==> src/rtl/mem_arbiter.sv <==
// Two-requester round-robin arbiter in front of a single-port synchronous memory.
// Each granted op runs IDLE -> ISSUE -> WAIT -> RESP; an out-of-range address goes straight to RESP.
module mem_arbiter #(
   parameter int DW    = 24,
   parameter int AW    = 8,
   parameter int DEPTH = 128
) (
   input  logic          clk,
   input  logic          rst_n,
   input  logic          f_req,
   input  logic [AW-1:0] f_addr,
   output logic          f_ack,
   input  logic          d_req,
   input  logic          d_we,
   input  logic [AW-1:0] d_addr,
   input  logic [DW-1:0] d_wdata,
   output logic          d_ack,
   output logic [DW-1:0] rdata,
   output logic          err,
   output logic          busy,
   output logic [AW-1:0] mem_mar,
   output logic [DW-1:0] mem_data_in,
   output logic          mem_en,
   output logic          mem_cs,
   input  logic [DW-1:0] mem_data_out
);

   typedef enum logic [1:0] {
      IDLE  = 2'd0,
      ISSUE = 2'd1,
      WAIT  = 2'd2,
      RESP  = 2'd3
   } state_t;

   localparam logic [AW:0] DepthLimit = DEPTH[AW:0];

   state_t        state_q, state_d;
   logic          ptr_q, ptr_d;
   logic          gnt_q, gnt_d;
   logic [AW-1:0] addr_q, addr_d;
   logic          we_q, we_d;
   logic [DW-1:0] wdata_q, wdata_d;
   logic          f_ack_q, f_ack_d;
   logic          d_ack_q, d_ack_d;
   logic [DW-1:0] rdata_q, rdata_d;
   logic          err_q, err_d;
   logic          busy_q, busy_d;
   logic [AW-1:0] mem_mar_q, mem_mar_d;
   logic [DW-1:0] mem_data_in_q, mem_data_in_d;
   logic          mem_en_q, mem_en_d;
   logic          mem_cs_q, mem_cs_d;
   logic          pickData;

   always_ff @(posedge clk) begin
      if (!rst_n) begin
         state_q       <= IDLE;
         ptr_q         <= 1'b0;
         gnt_q         <= 1'b0;
         addr_q        <= '0;
         we_q          <= 1'b0;
         wdata_q       <= '0;
         f_ack_q       <= 1'b0;
         d_ack_q       <= 1'b0;
         rdata_q       <= '0;
         err_q         <= 1'b0;
         busy_q        <= 1'b0;
         mem_mar_q     <= '0;
         mem_data_in_q <= '0;
         mem_en_q      <= 1'b0;
         mem_cs_q      <= 1'b0;
      end else begin
         state_q       <= state_d;
         ptr_q         <= ptr_d;
         gnt_q         <= gnt_d;
         addr_q        <= addr_d;
         we_q          <= we_d;
         wdata_q       <= wdata_d;
         f_ack_q       <= f_ack_d;
         d_ack_q       <= d_ack_d;
         rdata_q       <= rdata_d;
         err_q         <= err_d;
         busy_q        <= busy_d;
         mem_mar_q     <= mem_mar_d;
         mem_data_in_q <= mem_data_in_d;
         mem_en_q      <= mem_en_d;
         mem_cs_q      <= mem_cs_d;
      end
   end

   // Outputs are computed for the state being entered, so every output comes straight from a flop.
   // ptr_q high means data wins the next tie; gnt_q remembers who owns the op in flight.
   always_comb begin
      state_d       = state_q;
      ptr_d         = ptr_q;
      gnt_d         = gnt_q;
      addr_d        = addr_q;
      we_d          = we_q;
      wdata_d       = wdata_q;
      f_ack_d       = 1'b0;
      d_ack_d       = 1'b0;
      rdata_d       = rdata_q;
      err_d         = err_q;
      mem_mar_d     = '0;
      mem_data_in_d = '0;
      mem_en_d      = 1'b0;
      mem_cs_d      = 1'b0;
      pickData      = 1'b0;

      case (state_q)
         IDLE: begin
            if (f_req || d_req) begin
               pickData = d_req && (!f_req || ptr_q);
               gnt_d    = pickData;
               ptr_d    = !pickData;
               addr_d   = pickData ? d_addr : f_addr;
               we_d     = pickData ? d_we : 1'b0;
               wdata_d  = pickData ? d_wdata : '0;
               if ({1'b0, addr_d} >= DepthLimit) begin
                  state_d = RESP;
                  f_ack_d = !pickData;
                  d_ack_d = pickData;
                  rdata_d = '0;
                  err_d   = 1'b1;
               end else begin
                  state_d       = ISSUE;
                  mem_en_d      = 1'b1;
                  mem_cs_d      = we_d;
                  mem_mar_d     = addr_d;
                  mem_data_in_d = wdata_d;
               end
            end
         end
         ISSUE: begin
            state_d = WAIT;
         end
         WAIT: begin
            state_d = RESP;
            f_ack_d = !gnt_q;
            d_ack_d = gnt_q;
            rdata_d = we_q ? '0 : mem_data_out;
            err_d   = 1'b0;
         end
         default: begin
            state_d = IDLE;
         end
      endcase

      busy_d = (state_d != IDLE);
   end

   assign f_ack       = f_ack_q;
   assign d_ack       = d_ack_q;
   assign rdata       = rdata_q;
   assign err         = err_q;
   assign busy        = busy_q;
   assign mem_mar     = mem_mar_q;
   assign mem_data_in = mem_data_in_q;
   assign mem_en      = mem_en_q;
   assign mem_cs      = mem_cs_q;

endmodule

==> config.mk <==
export PLATFORM = sky130hd
export DESIGN_NAME = mem_arbiter
export DESIGN_NICKNAME = d
export VERILOG_FILES = /design/src/rtl/mem_arbiter.sv
export SDC_FILE = /design/constraint.sdc
export NUM_CORES = 1
export LEC_CHECK = 0
export BUFFER_PORTS_ARGS = -buffer_cell sky130_fd_sc_hd__buf_4
export CAP_MARGIN = 20
export CORE_ASPECT_RATIO = 1.2
export CORE_UTILIZATION = 48
export DETAILED_ROUTE_END_ITERATION = 10
export GPL_ROUTABILITY_DRIVEN = 1
export GPL_TIMING_DRIVEN = 0
export PLACE_DENSITY_LB_ADDON = 0.05
export SLEW_MARGIN = 20
export SYNTH_ARGS = -nofsm -noshare
export SYNTH_HDL_FRONTEND = slang
export SYNTH_SLANG_ARGS = --single-unit
==> constraint.sdc <==
create_clock -name clk -period 4.7 [get_ports clk]
set_input_delay 0.47 -clock clk [delete_from_list [all_inputs] [get_ports clk]]
set_output_delay 0.47 -clock clk [all_outputs]
set_load 0.05 [all_outputs]
==> results of run 1 <==
synthesized netlist by cell type, drive strengths merged, types with 2 or more instances:
cell and n:
nand3b 15, nor2 8, a211oi 2, buf 7
nand2b 3, clkbuf 11, a21oi 35, o21ai 25
a31oi 2, and2 26, dfxtp 67, ha 3
nand2 7, inv 6, o22ai 2, nand3 26
a32oi 2
per-stage QoR:
| stage | area (µm²) | instances | power [mW] | worst slack [ps] | utilization, % |
|---|---|---|---|---|---|
| after global placement | 3520 | 447 | 1.49 | 2860 | 71.2 |
| after CTS | 3730 | 463 | 2.02 | 2820 | 75.6 |
| after detailed placement | 3520 | 447 | 1.51 | 2820 | 71.2 |
| final | 3730 | 463 | 2.01 | 2810 | 75.6 |
| after floorplan | 2460 | 257 | 1.26 | 3140 | - |
| after global routing | 3730 | 463 | 2.11 | 2620 | 75.6 |
metal layers:
layer  vias to the layer above  part of all wire, %
met3                        10                  9.0
met5                         -                    0
met4                         0                  1.7
met1                      1064                   40
met2                       100                   50
li1                       1180                    -
how the worst max path moves through the flow:
stage	start	to	slack (ps)	cells after the start
2_1_floorplan	state_q[1]	rdata[14]	3140	7
3_3_place_gp	state_q[1]	rdata[14]	2860	7
3_5_place_dp	state_q[1]	rdata[21]	2820	7
4_1_cts	state_q[1]	rdata[21]	2820	7
5_1_grt	state_q[0]	rdata[20]	2620	7
6_report	state_q[1]	rdata[21]	2810	7
layout make-up:
cell class,count,area [µm²]
buffer,18,115
clock buffer,12,145
clock inverter,4,73.8
fill,393,1200
inverter,6,22.5
multi-input combinational,166,986
sequential,67,1340
tap,60,75.1
timing repair buffer,130,976
registers in the layout, summed over array words and instances (netlist names):
| name | cells |
|---|---|
| mem_data_in | 24 |
| rdata | 24 |
| mem_mar | 8 |
| state_q | 2 |
| busy | 1 |
| d_ack | 1 |
| err | 1 |
| f_ack | 1 |
| gnt_q | 1 |
| mem_cs | 1 |
| mem_en | 1 |
| ptr_q | 1 |
| we_q | 1 |
logic make-up (layout without fill, tap and decap cells):
logic type      after synthesis  after routing  share of synthesized area [%]
fa+ha+maj                     3              3                           1.52
flops                        67             67                           54.4
buf+inv                      24            170                           5.58
other cells                   1              1                          0.152
simple gates                 87             87                           20.2
compound gates               75             75                           18.1
power by group through the flow:
stage / registers [mW] / clock network [mW] / logic [mW]
global placement: 0.690 / 0 / 0.803
global route: 0.688 / 0.554 / 0.870
detailed placement: 0.693 / 0 / 0.813
floorplan: 0.899 / 0 / 0.366
CTS: 0.681 / 0.528 / 0.816
finish: 0.681 / 0.520 / 0.811
==> results.md, run 1 <==
* Fin crit period at roughly 1900 ps
* Flop2flop setup slack at 2810 ps
* Final Cycle Share at 40.1%
* Kind of critical path: reg2reg
* Total Wirelength at about 6000 µm
* Synth Cell Area at 0.00246 mm²
* Tightest Hold Check Type: in2reg
* Hold depth at 2
* Crit-path max cell delay at 370 ps
* YS warnings at 0
* Reg clk slew, reported paths at 70 ps
* Root Driver: clkbuf_8
* Final ANT Viol Nets at 0
* Cell Int Power at 1.24 mW
* Leak pwr at between 1.5 and 2 nW
* Mapped Nets at 329
* Post-CTS repair timing setup buffer count at 0
* Highest-delay cell along the critical path: dfxtp_1
* Fraction of registers with async set/reset at 0%
* First-pass GRT wire length at 9170 µm
* Per-cell routed wire length at 13.0 µm
* Critical Path End Type: flop
* Die Area at ~0.0054 mm²
* Switching part of the total power at 38.4%
* H-Tree Depth at 3
* Worst-path fanout max at 10
* N_diodes at 0
* Top delay family on crit path: buffers and inverters
* Share of cells above drive strength 1 at about two fifths
* CP Cell Sequence: inv_1, ha_1, buf_6, nor2_1, clkbuf_1, o21ai_0, a21oi_1
* Worst hold path endpoint: mem_data_in[7]
* Nets at 470
* Pin count of the biggest net entering global routing at 12
* Top FF cell, synth: dfxtp_1
* # rows at 28
* Initial core utilization at 49.9%
* Max-Cap Viols at 0
* Worst R2R End: rdata[21]
* CP startpoint kind: flop
* Estimated wirelength of the detail-placed design at 4450 µm
* Routing usage on met2 at 38.4%
* Worst skew pair latency at 330 ps
* Status: complete, no violations
* Core Area at 0.00494 mm²
* Data required time of the critical path at 4960 ps
* R2R cell count at 7
* Grt met1 use at 24.9%
* GRT Resource Usage Total at 22.7%
* Vias/cell at about 5.1
* Ranking of synthesized cells by area: dfxtp_1 54%, a21oi_1 7.1%, and2_1 6.6%
* Post-route setup TNS at 0 ps
* Final number of hold-violating endpoints at 0
* M3 GR Usage at between 7 and 8%
* Post-CTS sizing at 0
* Sequential share of the synthesized area at 54.4%
* Area share of the largest cell type after synthesis at 54.4%
* CTS Hold Buffers Added at 0
* Clock Tree Buf Depth at 2
* DR iter-0 viols at 109
* Most used routing layer: met2
* DRC viols at 0
* Finish-stage setup viols at 0
* I/O Buffers at 130
* CTS tree: done
* EDFF count, synth at 0
* Part of the power in the clock network at 25.8%
* Clock buffer count from CTS at 9
* Pwr per Cell Area at 539 mW/mm²
* Max Slew Vio Count at 0
* Fin Hold WS at 336 ps
* Vias in the first global route at 2,126
* Seq cells post-synth at 67
* Reg-to-Reg Start: state_q[1]
* Netlist cell types at 31
* First drt pass iteration count at 5
* Die W at ~67 µm
* P_sw at 0.772 mW
* GRT overflow at 0
* Initial antenna violation count at 0
* Critical path buffer and inverter count at 3
* Critical path data arrival time at around 2100 ps
* RD Place Congestion at around 0.81
* Fmax achieved at 530 MHz
* Hold_sp: d_wdata[7]
* TritonCTS Sinks at 67
* Io pins at 131
* Gate Count Post-Synth at ~260
* Logic pwr share at 40.3%
* Commonest non-fill, non-tap cell in the layout: buf_4
* Worst IR drop on VDD at 0.000272 V
* Die height at 80.5 µm
* Cell taking the most area after synthesis: dfxtp_1
* RSZ-0062 raised after global routing: false
* Clk_skew at ~6.7 ps
* Via count at 2,354
* Commonest non-fill, non-tap cells in the layout: 130 x buf_4, 67 x dfxtp_1, 35 x a21oi_1
* Syn Area/Cell at 9.59 µm²
* Syn-to-layout area delta at 51.5%
* Seq pwr share at roughly 34%
(Power assumes the default switching activity.)
==> run 2: changes to the inputs <==
--- a/config.mk
+++ b/config.mk
@@ -8,7 +8,7 @@
 export BUFFER_PORTS_ARGS = -buffer_cell sky130_fd_sc_hd__buf_4
 export CAP_MARGIN = 20
 export CORE_ASPECT_RATIO = 1.2
-export CORE_UTILIZATION = 48
+export CORE_UTILIZATION = 40
 export DETAILED_ROUTE_END_ITERATION = 10
 export GPL_ROUTABILITY_DRIVEN = 1
 export GPL_TIMING_DRIVEN = 0
==> constraint.sdc (replaced) <==
create_clock -name clk -period 1.7 [get_ports clk]
set_input_delay 0.17 -clock clk [delete_from_list [all_inputs] [get_ports clk]]
set_output_delay 0.17 -clock clk [all_outputs]
set_load 0.05 [all_outputs]
==> run 2 against run 1 <==
Compared with the run above:
- cell area grew 1.3%
- combinational power increased to 2.8 times the previous value
- utilization is 10 points lower
- register-to-register slack got worse by 2700 ps
- clock power rose to 2.8 times the previous value
- non-clock buffer count unchanged
- sequential cell count unchanged
==> results.md, run 2 (synthesized netlist as in run 1, its figures left out) <==
* Io pins at 131 (unchanged)
* Reg area at 0.00134 mm² (unchanged)
* Tightest Hold Check Type: in2reg
* Leak pwr at 1.68 nW (+0.90%)
* Max Slew Vio Count at 0 (unchanged)
* P_sw at 2.16 mW (+180%)
* Final Cycle Share at 92.6% (+52 points)
* Finish-stage setup viols at 0 (unchanged)
* Switching part of the total power at 38.4% (about the same)
* Estimated wirelength of the detail-placed design at 4410 µm (-1.0%)
* Commonest non-fill, non-tap cells in the layout: 130 x buf_4, 67 x dfxtp_1, 35 x a21oi_1
* RSZ-0062 raised after global routing: false
* Per-cell routed wire length at 12.5 µm (-3.4%)
* Share of cells above drive strength 1 at 40.4% (+1.5 points)
* I/O Buffers at 130 (unchanged)
* GRT Resource Usage Total at 19.1% (-3.6 points)
* Clock Tree Buf Depth at 2 (unchanged)
* Kind of critical path: reg2reg
* Overall Power at 5.63 mW (+180%)
* Root Driver: clkbuf_8
* Post-route setup TNS at 0 ps (unchanged)
* Seq pwr share at 33.4% (-0.5 points)
* # rows at 30 (+7.1%)
* DRC viols at 0 (unchanged)
* Commonest non-fill, non-tap cell in the layout: buf_4
* First drt pass iteration count at 5 (unchanged)
* Via count at 2,353 (-0.042%)
* Final ANT Viol Nets at 0 (unchanged)
* TritonCTS Sinks at 67 (unchanged)
* Worst IR drop on VDD at 0.000685 V (+150%)
* Fmax achieved at 635 MHz (+20%)
* Finished Cell Area at 0.00378 mm² (+1.3%)
* Reg clk slew, reported paths at 70 ps (about the same)
* Total Wirelength at 6050 µm (+0.82%)
* Fin Hold WS at 27.7 ps (-309 ps)
* Fin crit period at 1570 ps (-312 ps)
* GRT overflow at 0 (unchanged)
* RD Place Congestion at 0.848 (+4.2%)
* H-Tree Depth at 3 (unchanged)
* Cell Int Power at 3.47 mW (+180%)
* Pin count of the biggest net entering global routing at 12 (unchanged)
* Die W at 73.7 µm (+9.3%)
* Final number of hold-violating endpoints at 0 (unchanged)
* Multi-input logic area at 0.00100 mm² (+1.5%)
* Data required time of the critical path at 1960 ps (-3000 ps)
* Worst-path fanout max at 10 (unchanged)
* Max-Cap Viols at 0 (unchanged)
* Syn-to-layout area delta at 53.5%
* Nets at 470 (unchanged)
* Critical path data arrival time at 1840 ps (-300 ps)
* Worst skew pair latency at 340 ps (about the same)
* Core Area at 0.00578 mm² (+17%)
* Critical Path End Type: flop
* Layout Cells excl Fill at 483 (+4.3%)
* CTS tree: done
* Post-CTS repair timing setup buffer count at 0 (unchanged)
* Logic pwr share at 40.8% (+0.5 points)
* Die Area at 0.00648 mm² (+19%)
* DR iter-0 viols at 120 (+10%)
* Initial antenna violation count at 0 (unchanged)
* Die height at 88.0 µm (+9.3%)
* Pwr per Cell Area at 1490 mW/mm² (+180%)
* DP Area at 0.00354 mm² (+0.71%)
* FILL cells at 531 (+35%)
* Clk_skew at 7.73 ps (+0.990 ps)
* N_diodes at 0 (unchanged)
* Status: complete, no violations
* Vias/cell at 4.87 (-4.2%)
* CP startpoint kind: flop
* Vias in the first global route at 2,077 (-2.3%)
* First-pass GRT wire length at 9320 µm (+1.6%)
* Part of the power in the clock network at 25.8% (about the same)
* Placed Cells at 467 (+4.5%)
* Clock buffer count from CTS at 9 (unchanged)
* Initial core utilization at 42.6% (-7.3 points)
* CTS Hold Buffers Added at 0 (unchanged)
run 2: worst max-delay path, cell delays in order (launching register included):
cell	delay, ps
dfxtp_1	330
inv_1	100
ha_1	290
inv_1	120
nor2_4	160
clkbuf_4	230
nand3_1	90
a21oi_1	170
run 2: repair_timing:
item / 4_1_cts / 5_1_grt
pin swaps: 0 / 0
setup endpoints to repair: 20 / 40
resized for setup: 4 / 8
run 2: per-stage QoR:
stage / utilization [%] / setup slack (ps)
4_1_cts: 65.2 / 43.5
3_5_place_dp: 61.3 / -194
5_1_grt: 65.4 / 5.14
6_report: 65.4 / 126
2_1_floorplan: - / 135
3_3_place_gp: 61.3 / -136
run 2: final cells by class:
cell class	count	share of cell area [%]
clock buffers	12	3.84
repair buffers	130	25.8
clock inverters	4	1.95
plain buffers	18	3.24
flip-flops and latches	67	35.5
inverters	6	0.595
multi-input cells	166	26.5
well taps	80	2.65
run 2: metal layers:
layer | vias up | wire, µm | track usage [%]
met4 | 0 | 131 | 11.0
met1 | 1055 | 2470 | 22.8
met5 | - | 0 | 0
met3 | 13 | 573 | 6.10
li1 | 1176 | - | -
met2 | 109 | 2870 | 29.9
run 2: power groups by stage:
stage          combinational (mW)  clock [mW]  sequential, mW
6_report                     2.30        1.45            1.88
5_1_grt                      2.46        1.57            1.90
4_1_cts                      2.28        1.49            1.88
3_5_place_dp                 2.24           0            1.91
3_3_place_gp                 2.24           0            1.91
2_1_floorplan                1.01           0            2.49
run 2: worst paths after layout:
check / slack [ps] / to / from / cells after the start
setup / recovery: 130 / rdata[8] / state_q[0] / 7
hold / removal: 30 / mem_data_in[17] / d_wdata[17] / 2
setup reg to reg: 130 / rdata[8] / state_q[0] / 7
hold reg to reg: 470 / rdata[20] / rdata[20] / 2
